==> src/rtl/uart_ram_loader.sv <==
// Receives a 'w' command followed by LOAD_BYTES bytes over the UART, writes them
// into the RAM as little-endian 16-bit words, then answers with an 8-bit checksum.
// Optional inter-byte timeout with 0xEE NAK: define LOADER_TIMEOUT_EN.
module uart_ram_loader #(
  parameter int LOAD_BYTES     = 16384,
  parameter int TIMEOUT_CYCLES = 12000000
) (
  input  logic        clk,
  input  logic        rst,
  input  logic        uart_rx_ready,
  input  logic [7:0]  uart_data_from_rx,
  input  logic        uart_tx_ready,
  output logic [7:0]  uart_data_to_tx,
  output logic        uart_tx_enable,
  output logic        ram_we,
  output logic [12:0] ram_waddr,
  output logic [15:0] ram_wdata,
  output logic [15:0] ram_wmask
);

  typedef enum logic [2:0] {
    INIT      = 3'd0,
    WAIT_CMD  = 3'd1,
    RECV_LO   = 3'd2,
    RECV_HI   = 3'd3,
    WRITE     = 3'd4,
    ACK_READY = 3'd5,
    ACK_SEND  = 3'd6,
    ACK_WAIT  = 3'd7
  } state_t;

  localparam logic [12:0] LAST_WORD = 13'(LOAD_BYTES / 2 - 1);
  localparam logic [7:0]  CMD_W     = 8'h77;
  localparam logic [7:0]  NAK_BYTE  = 8'hEE;

  state_t      state;
  logic [12:0] word_cnt;
  logic [7:0]  lo_byte;
  logic [7:0]  sum;
  logic [7:0]  tx_byte_reg;
  logic        tmo_hit;

  assign uart_data_to_tx = tx_byte_reg;
  assign ram_wmask       = 16'h0000;

  // Gated by rst so both strobes drop the instant reset is asserted.
  assign uart_tx_enable = !rst && ((state == INIT) || (state == ACK_SEND));
  assign ram_we         = !rst && (state == WRITE);

`ifdef LOADER_TIMEOUT_EN
  logic [31:0] tmo_cnt;
  logic        nak;

  assign tmo_hit = ((state == RECV_LO) || (state == RECV_HI)) && !uart_rx_ready &&
                   (tmo_cnt == 32'(TIMEOUT_CYCLES - 1));

  // Inter-byte silence counter, only meaningful while a load is in progress.
  always_ff @(posedge clk or posedge rst) begin
    if (rst) begin
      tmo_cnt <= 32'd0;
    end else if (((state == RECV_LO) || (state == RECV_HI)) && !uart_rx_ready && !tmo_hit) begin
      tmo_cnt <= tmo_cnt + 32'd1;
    end else begin
      tmo_cnt <= 32'd0;
    end
  end

  // Remembers that the pending reply is a NAK rather than the checksum.
  always_ff @(posedge clk or posedge rst) begin
    if (rst) begin
      nak <= 1'b0;
    end else if (tmo_hit) begin
      nak <= 1'b1;
    end else if (state == WAIT_CMD) begin
      nak <= 1'b0;
    end else begin
      nak <= nak;
    end
  end
`else
  assign tmo_hit = 1'b0;
`endif

  // Main load sequencer.
  always_ff @(posedge clk or posedge rst) begin
    if (rst) begin
      state       <= INIT;
      word_cnt    <= 13'd0;
      lo_byte     <= 8'd0;
      sum         <= 8'd0;
      tx_byte_reg <= 8'd0;
      ram_waddr   <= 13'd0;
      ram_wdata   <= 16'd0;
    end else begin
      case (state)
        INIT: begin
          tx_byte_reg <= 8'd0;
          state       <= WAIT_CMD;
        end
        WAIT_CMD: begin
          if (uart_rx_ready && (uart_data_from_rx == CMD_W)) begin
            word_cnt <= 13'd0;
            sum      <= 8'd0;
            state    <= RECV_LO;
          end
        end
        RECV_LO: begin
          if (uart_rx_ready) begin
            lo_byte <= uart_data_from_rx;
            sum     <= sum + uart_data_from_rx;
            state   <= RECV_HI;
          end else if (tmo_hit) begin
            tx_byte_reg <= NAK_BYTE;
            state       <= ACK_READY;
          end
        end
        RECV_HI: begin
          if (uart_rx_ready) begin
            ram_wdata <= {uart_data_from_rx, lo_byte};
            ram_waddr <= word_cnt;
            sum       <= sum + uart_data_from_rx;
            state     <= WRITE;
          end else if (tmo_hit) begin
            tx_byte_reg <= NAK_BYTE;
            state       <= ACK_READY;
          end
        end
        WRITE: begin
          // word_cnt stops at the last address, so it can never wrap.
          if (word_cnt == LAST_WORD) begin
            state <= ACK_READY;
          end else begin
            word_cnt <= word_cnt + 13'd1;
            state    <= RECV_LO;
          end
        end
        ACK_READY: begin
`ifdef LOADER_TIMEOUT_EN
          tx_byte_reg <= nak ? NAK_BYTE : sum;
`else
          tx_byte_reg <= sum;
`endif
          if (uart_tx_ready) begin
            state <= ACK_SEND;
          end
        end
        ACK_SEND: begin
          state <= ACK_WAIT;
        end
        ACK_WAIT: begin
          if (uart_tx_ready) begin
            state <= WAIT_CMD;
          end
        end
        default: begin
          state <= INIT;
        end
      endcase
    end
  end

endmodule

==> config.mk <==
export PLATFORM = sky130hd
export DESIGN_NAME = uart_ram_loader
export DESIGN_NICKNAME = d
export VERILOG_FILES = /design/src/rtl/uart_ram_loader.sv
export SDC_FILE = /design/constraint.sdc
export NUM_CORES = 1
export LEC_CHECK = 0
export BUFFER_PORTS_ARGS = -buffer_cell sky130_fd_sc_hd__buf_2
export CAP_MARGIN = 20
export CORE_ASPECT_RATIO = 1.1
export CORE_MARGIN = 10
export CORE_UTILIZATION = 59
export DETAILED_ROUTE_END_ITERATION = 6
export GPL_ROUTABILITY_DRIVEN = 0
export PLACE_DENSITY = 0.93
export SETUP_SLACK_MARGIN = 0.2
export SLEW_MARGIN = 20
export SYNTH_ARGS = -nofsm -noshare
export SYNTH_HDL_FRONTEND = slang
export SYNTH_SLANG_ARGS = --single-unit
==> constraint.sdc <==
create_clock -name clk -period 4.15 [get_ports clk]
set_input_delay 0.415 -clock clk [delete_from_list [all_inputs] [get_ports clk]]
set_output_delay 0.415 -clock clk [all_outputs]
set_load 0.005 [all_outputs]
Word-level counts from Yosys, hierarchy flattened
Cells that the tools add are included.
{"block": "word_totals", "ff_bits": 69, "input_bits": 12, "output_inout_bits": 55}
{"block": "classes", "add_sub_neg": 2, "n_eq_ne": 16, "muxes": 14, "reduce_logical": 15}
{"op": "$pmux 8 s2", "n": 2}
{"op": "$mux 13", "n": 2}
{"op": "$pmux 13 s2", "n": 1}
{"op": "$pmux 3 s8", "n": 1}
{"op": "$mux 3", "n": 6}
{"op": "$mux 8", "n": 2}
{"op": "$add 13x1->13 const B", "n": 1}
{"op": "$eq 13x13->1 const B", "n": 1}
{"op": "$eq 3x3->1 const B", "n": 4}
{"op": "$ne 2x2->1 const B", "n": 6}
{"op": "$add 8x8->8", "n": 1}
{"op": "$eq 8x7->1 const B", "n": 1}
{"op": "$eq 3x2->1 const B", "n": 2}
{"op": "$reduce_and 3->1", "n": 2}
{"op": "$reduce_bool 2->1", "n": 3}
{"op": "$reduce_and 5->1", "n": 1}
{"op": "$reduce_and 2->1", "n": 2}
{"op": "$eq 3x1->1 const B", "n": 1}
{"op": "$logic_and 1x1->1", "n": 3}
{"op": "$logic_not 3->1", "n": 1}
{"op": "$ne 2x1->1 const B", "n": 1}
{"op": "$reduce_or 2->1", "n": 1}
{"op": "$logic_not 1->1", "n": 1}
{"op": "$logic_or 1x1->1", "n": 1}

Logic depth before layout (Yosys ltp)
Gate-level depths: netlist (run 1).
{"block": "depth", "word_depth": 4, "ltp_mapped": 8}

Least setup slack after synthesis (run 1)
Ideal clock, no wire load.
{"block": "synth_path", "path_kind": "input to register", "startpoint": "in uart_data_from_rx[1]", "endpoint": "reg sum[7]", "setup_time_ps": 124, "arrival_time_ps": 1852, "t_required_ps": 4026, "setup_slack_ps": 2174, "cell_stages": 6, "path_buffers": 0, "cell_sequence": "ha_1 -> a211oi_1 -> o21ai_0 -> a211o_1 -> and3_1 -> a211o_1"}
{"block": "synth_via", "elab_chain_len": 4}
{"item": "from (decl)", "line": "11", "text": "input logic [7:0] uart_data_from_rx,"}
{"item": "branches (longest 4 deep; another with $add 8x8->8)"}
{"item": "to (signal assigned)", "line": "110", "text": "sum <= sum + uart_data_from_rx;"}
{"item": "to (signal assigned)", "line": "121", "text": "sum <= sum + uart_data_from_rx;"}
{"item": "to (decl)", "line": "39", "text": "logic [7:0] sum;"}
Parallel ways; which one is timed is not known. The select of a mux whose other input is x is not followed.
A chain may end at the register's enable or synchronous reset.

Worst setup path in the final report (run 1)
{"block": "layout_path", "startpoint": "reg state[0]", "endpoint": "reg sum[7]"}
{"block": "layout_via", "elab_chain_len": 4}
{"item": "from (decl)", "line": "36", "text": "state_t state;"}
{"item": "from (signal assigned)", "line": "87", "text": "state <= INIT;"}
{"item": "from (signal assigned)", "line": "98", "text": "state <= WAIT_CMD;"}
{"item": "from (signal assigned)", "line": "104", "text": "state <= RECV_LO;"}
{"item": "$eq 3x2->1", "line": "95", "text": "case (state)"}
{"item": "$reduce_or 2->1 (no line)"}
{"item": "$ne 2x1->1 (no line) or $reduce_bool 2->1 (tied branches)"}
{"item": "$reduce_and 3->1 (no line)"}
Several ways; a longest one is shown, not always the timed one.

==> impl_metrics.toml, run 1 <==
[floorplan]
die_h_microns = 100
start_util_pct = 60.5
rows = 29
ioPinCount = 67
core_sq_um = 5730
die_area_sq_um = 9350
die_w_microns = 93.1

[timing]
final.min_clock_period_ns = 2.37
hold_violations = 0
drv_slew = 0
setup_viol = 0
finalCritPeriodShare_pct = 57.2
setup_tns_ns = 0
rsz0062_at_grt = "false"
slew_headroom_pct = 39.0
tightest_slew_ns = 0.913
max_freq_mhz = 421
skew_ns = 0.0104

[setup_path]
critPathBufInv = 0
crit_path_max_fanout = 22
worstReg2RegEnd = "sum[7]"
r2r_slack_ns = 1.78
crit_type = "reg2reg"
r2r-start = "state[0]"
required_ns = 4.39
crit_family = "simple AND/OR/NAND/NOR gates"
cp-start-kind = "flip-flop"
cpMaxStageDelayCell = "dfrtp_1"
r2r_cells = 4
max_stage_delay_ns = 0.77
path_cells = "nor3b_2 -> or4b_1 -> and2_4 -> a211o_1"
cp-end-kind = "flip-flop"
cp.arrival_ns = 2.61

[yosys]
synth.area.top_cells = "dfrtp_1 50%, mux2_2 12%, buf_4 3.5%, nand2_1 3.5%, o21ai_0 3.3%"
yosys_most_used_dff = "dfrtp_1"
seq_area_frac_synth_pct = 49.7
synth.most_common_cell = "dfrtp_1"
synth_top_area_share_pct = 49.7
synth_edf_count = 0
yosysTopAreaCell = "dfrtp_1"
async_reset_ff_share_pct = 100
syn_inst = 320
synth_cell_types = 50
avgSynthCellArea_sq_um = 10.8
yosys-top-cells-count = "69 x dfrtp_1, 38 x mux2_2, 32 x nand2_1"
synth_area_sq_um = 3470
yosysWarnings = 0
ys_ff_latch = 69

[flow_run]
cap_violations = 0

[global_routing]
grt_pass1_wl_microns = 12600
grt_use_total_pct = 16.7
grt_antenna_before_repair = 0
grt_pass1_vias = 2571
grt_max_degree = 46
grt_overflow = 0

[pwr]
ir_drop_mv = 0.453
p_per_area_nw_per_um2 = 734
power_leakage_nw = 1.79

[clock_tree]
cts_tree = "yes"
cts_resized = 0
cts_hold_buf = 0
numCtsBuffers = 9
clk_latency_ns = 0.35
clkSinkCount = 69
clk_path_buf_depth = 2
postCtsSetupBuffers = 0
cts-root-buf = "clkbuf_8"
h-tree-depth = 3
path_clk_slew_ns = 0.08

[finish]
area_growth_pct = 11.9
layout.cells.non_filler = 450
drive_gt1_share_pct = 31.1
nNetsFinal = 389
final_util_pct = 67.8
antenna_cells = 0

[detailed_routing]
drt_pre_antenna_iters = 5
via_per_inst = 5.73
drcViolationCount = 0
ant_nets = 0
drtIter0Drc = 136
wire_per_inst_microns = 16.7
vias = 2579
wl_microns = 7540

[place]
io_buffers = 50
hpwl_microns = 5600
dp_cells = 434

[min_path]
hold_class = "in2async"

[run_status]
status = "complete, no violations"
## power breakdown
part	internal (W)	switching, W	total (W)
registers	0.000979	0.000286	0.00127
logic	0.000557	0.000524	0.00108
clock network	0.000223	0.000281	0.000504
## metrics by stage
step / setup WS (ns) / hold slack [ns] / power, W / cell area [sq um]
final: 1.78 / 0.287 / 0.00285 / 3880
after CTS: 1.82 / 0.310 / 0.00287 / 3880
after floorplan: 2.00 / 0.473 / 0.00199 / 3530
after global placement: 1.87 / 0.483 / 0.00229 / 3700
after detailed placement: 1.83 / 0.488 / 0.00236 / 3700
after global routing: 1.63 / 0.334 / 0.00308 / 3880
## cells by family (layout without fill, tap and decap cells)
group | after synthesis | after routing | share of synthesized area [%]
buffers and inverters | 33 | 71 | 5.77
other | 1 | 16 | 0.108
DFF | 69 | 69 | 49.7
xor gates and xnor gates | 4 | 4 | 1.01
adders and majority gates | 9 | 9 | 3.46
muxes | 41 | 41 | 13.2
AOI/OAI and AO/OA | 77 | 77 | 13.9
and+or+nand+nor | 86 | 86 | 12.8
## layout by cell type, fill, tap and decap left out, drive strengths merged, types with 2 or more instances in the layout
| cell type | instances |
|---|---|
| o21bai | 2 |
| or2 | 2 |
| and3 | 2 |
| o31ai | 4 |
| dfrtp | 69 |
| xnor2 | 2 |
| a41oi | 3 |
| o211ai | 3 |
| a211o | 2 |
| conb | 16 |
| nand2 | 33 |
| inv | 5 |
| xor2 | 2 |
| nand3b | 2 |
| clkbuf | 9 |
| nor4 | 3 |
| nand3 | 9 |
| mux2i | 3 |
| or3 | 2 |
| a211oi | 2 |
| a21o | 5 |
| nor2 | 9 |
| buf | 53 |
| mux2 | 38 |
| nor3b | 2 |
| ha | 8 |
| nor2b | 12 |
| a31oi | 6 |
| nor3 | 4 |
| a21oi | 20 |
| o21ai | 24 |
| clkinvlp | 3 |
| o21a | 3 |
## worst register-to-register path, stage by stage (launching register included)
cell and delay, ns:
dfrtp_1 0.77, nor3b_2 0.30, or4b_1 0.62, and2_4 0.27
a211o_1 0.29
## state kept, by name (all words and copies together) (netlist names)
register,flops
lo_byte,8
ram_waddr,13
ram_wdata,16
state,3
sum,8
uart_data_to_tx,8
word_cnt,13
## how the worst max path moves through the flow
stage | start | endpoint | slack [ns] | cells after the start
CTS | state[0] | sum[7] | 1.82 | 4
floorplan | rst | lo_byte[0] | 2.00 | 1
global route | state[0] | sum[7] | 1.63 | 4
global placement | state[0] | sum[7] | 1.87 | 4
detailed placement | state[0] | sum[7] | 1.83 | 4
finish | state[0] | sum[7] | 1.78 | 4
## cell type report
| cell class | instances | area (sq um) |
|---|---|---|
| flip-flops and latches | 69 | 1730 |
| well taps | 77 | 96.3 |
| inverters | 2 | 7.51 |
| clock inverters | 7 | 57.6 |
| clock buffers | 9 | 124 |
| fillers | 477 | 1850 |
| repair buffers | 53 | 273 |
| multi-input cells | 233 | 1600 |
## routing by layer
metal / up-vias / wire length (microns) / track usage (%)
met1: 1261 / 3030 / 19.3
li1: 1225 / - / -
met2: 77 / 3920 / 28.4
met3: 16 / 407 / 4.78
met5: - / 0 / 0
met4: 0 / 174 / 6.89
No activity file was read; power rests on OpenSTA's default activity.
==> inputs of run 2 (changes only) <==
ABC_AREA = 1   (was default)
CORE_UTILIZATION = 50   (was 59)
PLACE_DENSITY = 0.85   (was 0.93)
clock period = 2 ns   (was 4.15 ns; I/O delays follow)
==> run 2 against run 1 <==
Compared with the run above:
- worst hold slack got worse by 0.14 ns
- synthesized cell count increased by 33%
- clock skew decreased by 0.0051 ns
- via count increased by 14%
- combinational power increased by 93%
- clock-buffer cell count unchanged
- critical path depth increased by 2
- final cell count increased by 27%
- sequential cell count unchanged
- global-route usage decreased by 1.5 points
- first-iteration DRC count increased by 33%
- die area increased by 19%
- largest cell class unchanged
- largest power group unchanged
- highest routed layer unchanged
==> impl_metrics.toml, run 2 <==
[run_status]
status = "complete, no violations"

[clock_tree]
clkSinkCount = 69
clk_path_buf_depth = 2
h-tree-depth = 3
clk_latency_ns = 0.36
cts-root-buf = "clkbuf_8"
cts_tree = "yes"
numCtsBuffers = 9
path_clk_slew_ns = 0.08

[global_routing]
grt_use_total_pct = 15.2
grt_max_degree = 49
grt_pass1_wl_microns = 13500
grt_antenna_before_repair = 0
grt_pass1_vias = 2966
grt_overflow = 0

[detailed_routing]
drtIter0Drc = 181
vias = 2944
wire_per_inst_microns = 14.3
wl_microns = 8140
drt_pre_antenna_iters = 4
ant_nets = 0
drcViolationCount = 0
via_per_inst = 5.16

[setup_path]
cp-end-kind = "output pin"
worstReg2RegEnd = "word_cnt[0]"
path_cells = "inv_2 -> nand2_2 -> nor2_4 -> inv_1 -> nor2_1 -> buf_2"
crit_type = "reg2out"
cpMaxStageDelayCell = "dfrtp_2"
r2r_slack_ns = 0.38
r2r-start = "word_cnt[0]"
critPathBufInv = 3
crit_family = "flip-flops"
r2r_cells = 9
crit_path_max_fanout = 7
required_ns = 1.80
max_stage_delay_ns = 0.46
cp-start-kind = "flip-flop"
cp.arrival_ns = 1.51

[timing]
holdWs_ns = 0.150
drv_slew = 0
max_freq_mhz = 585
finalCritPeriodShare_pct = 85.5
hold_violations = 0
setup_viol = 0
skew_ns = 0.00536
final.min_clock_period_ns = 1.71
tightest_slew_ns = 0.555
slew_headroom_pct = 62.9
setup_tns_ns = 0
rsz0062_at_grt = "false"

[pwr]
switching_share_pct = 39.8
clock_power_share_pct = 21.8
p_sw_w = 0.00214
p_per_area_nw_per_um2 = 1290
internal-power_w = 0.00324
ir_drop_mv = 0.793
comb_power_share_pct = 38.7
power_leakage_nw = 2.20
p_seq_share_pct = 39.5

[flow_run]
cap_violations = 0

[finish]
final_common_cell = "nand2_1"
largest_reg_flops = 16
area_growth_pct = 14.1
largest_register = "ram_wdata"
drive_gt1_share_pct = 23.7
nNetsFinal = 502
final_cell_mix = "110 x nand2_1, 67 x dfrtp_1, 50 x inv_1, 50 x buf_2, 35 x o21ai_0"
antenna_cells = 0
reg_top3 = "ram_wdata x16, ram_waddr x13, word_cnt x13"

[floorplan]
core_sq_um = 7090
die_h_microns = 110
rows = 32
start_util_pct = 51.6
ioPinCount = 67
die_w_microns = 102
die_area_sq_um = 11100

[yosys]
synth_area_sq_um = 3660
synth_edf_count = 0
synth_cell_types = 36
seq_area_frac_synth_pct = 47.2
yosys_most_used_dff = "dfrtp_1"
synth.most_common_cell = "nand2_1"
ys_ff_latch = 69
synth.area.top_cells = "dfrtp_1 47%, nand2_1 11%, inv_1 5.2%, o21ai_0 4.8%, nand3_1 4.2%"
avgSynthCellArea_sq_um = 8.61
yosysTopAreaCell = "dfrtp_1"
async_reset_ff_share_pct = 100
yosys-top-cells-count = "111 x nand2_1, 69 x dfrtp_1, 51 x inv_1"
syn_inst = 425
synth_top_area_share_pct = 47.2
yosysWarnings = 0

[min_path]
hold_start = "uart_data_from_rx[5]"
worstHoldPathCells = 3
hold-path-endpoint = "lo_byte[5]"
hold_class = "in2reg"

[place]
io_buffers = 50
hpwl_microns = 6270
## run 2: cell type report
type	count	area (sq um)
fill	614	2910
sequential	69	1730
multi-input combinational	291	1610
timing repair buffer	54	308
inverter	56	216
clock buffer	9	124
tap	85	106
clock inverter	7	82.6
## run 2: worst max path at each step
| stage | from | to | slack [ns] | depth (start not counted) |
|---|---|---|---|---|
| 2_1_floorplan | sum[0] | sum[4] | 0.48 | 5 |
| 3_3_place_gp | state[0] | word_cnt[7] | 0.44 | 8 |
| 3_5_place_dp | state[0] | word_cnt[7] | 0.35 | 8 |
| 4_1_cts | state[0] | uart_tx_enable | 0.23 | 6 |
| 5_1_grt | state[0] | uart_tx_enable | 0.20 | 6 |
| 6_report | state[0] | ram_we | 0.29 | 6 |
## run 2: kinds of logic after synthesis
logic type	Yosys count	share of synthesized area (%)
AOI/OAI and AO/OA	60	9.30
xor gates and xnor gates	7	1.68
adders and majority gates	9	3.28
buffers and inverters	80	10.6
DFF	69	47.2
muxes	10	3.08
other	1	0.103
and+or+nand+nor	189	24.7
## run 2: stage by stage
stage | total power, W | instance area, sq um | instances | setup WS (ns) | util (%)
final | 0.00537 | 4170 | 571 | 0.290 | 58.9
after global routing | 0.00581 | 4170 | 571 | 0.199 | 58.9
after CTS | 0.00541 | 4170 | 571 | 0.233 | 58.8
after detailed placement | 0.00421 | 3940 | 553 | 0.355 | 55.6
after global placement | 0.00412 | 3940 | 553 | 0.438 | 55.6
after floorplan | 0.00359 | 3720 | 440 | 0.484 | -
## run 2: routing by layer
metal | global-route usage (%) | part of all wire (%)
met5 | 0 | 0
met4 | 6.95 | 2.0
met3 | 3.64 | 4.4
met2 | 28.0 | 54
met1 | 16.1 | 40
## run 2: worst reg2reg max path, cell delays in order (launching register included)
cell,delay [ns]
dfrtp_1,0.42
ha_1,0.22
nand2_1,0.11
nor2_2,0.08
nand2_1,0.13
clkinv_1,0.14
nand3_2,0.13
nand3_4,0.12
nor2_1,0.11
nor2_1,0.05
## run 2: timing repair
action | CTS | global route
resized for setup | 1 | 3
endpoints found under the hold margin | 22 | 0
setup buffers | 1 | 0
setup endpoints to repair | 2 | 1
pin swaps | 1 | 0
hold buffers | 1 | 0
## run 2: power by group through the flow
stage               sequential, W  combinational (W)  clock [W]
floorplan                 0.00211            0.00148          0
global placement          0.00212            0.00200          0
detailed placement        0.00215            0.00207          0
CTS                       0.00212            0.00209    0.00120
global route              0.00218            0.00236    0.00126
finish                    0.00212            0.00208    0.00117
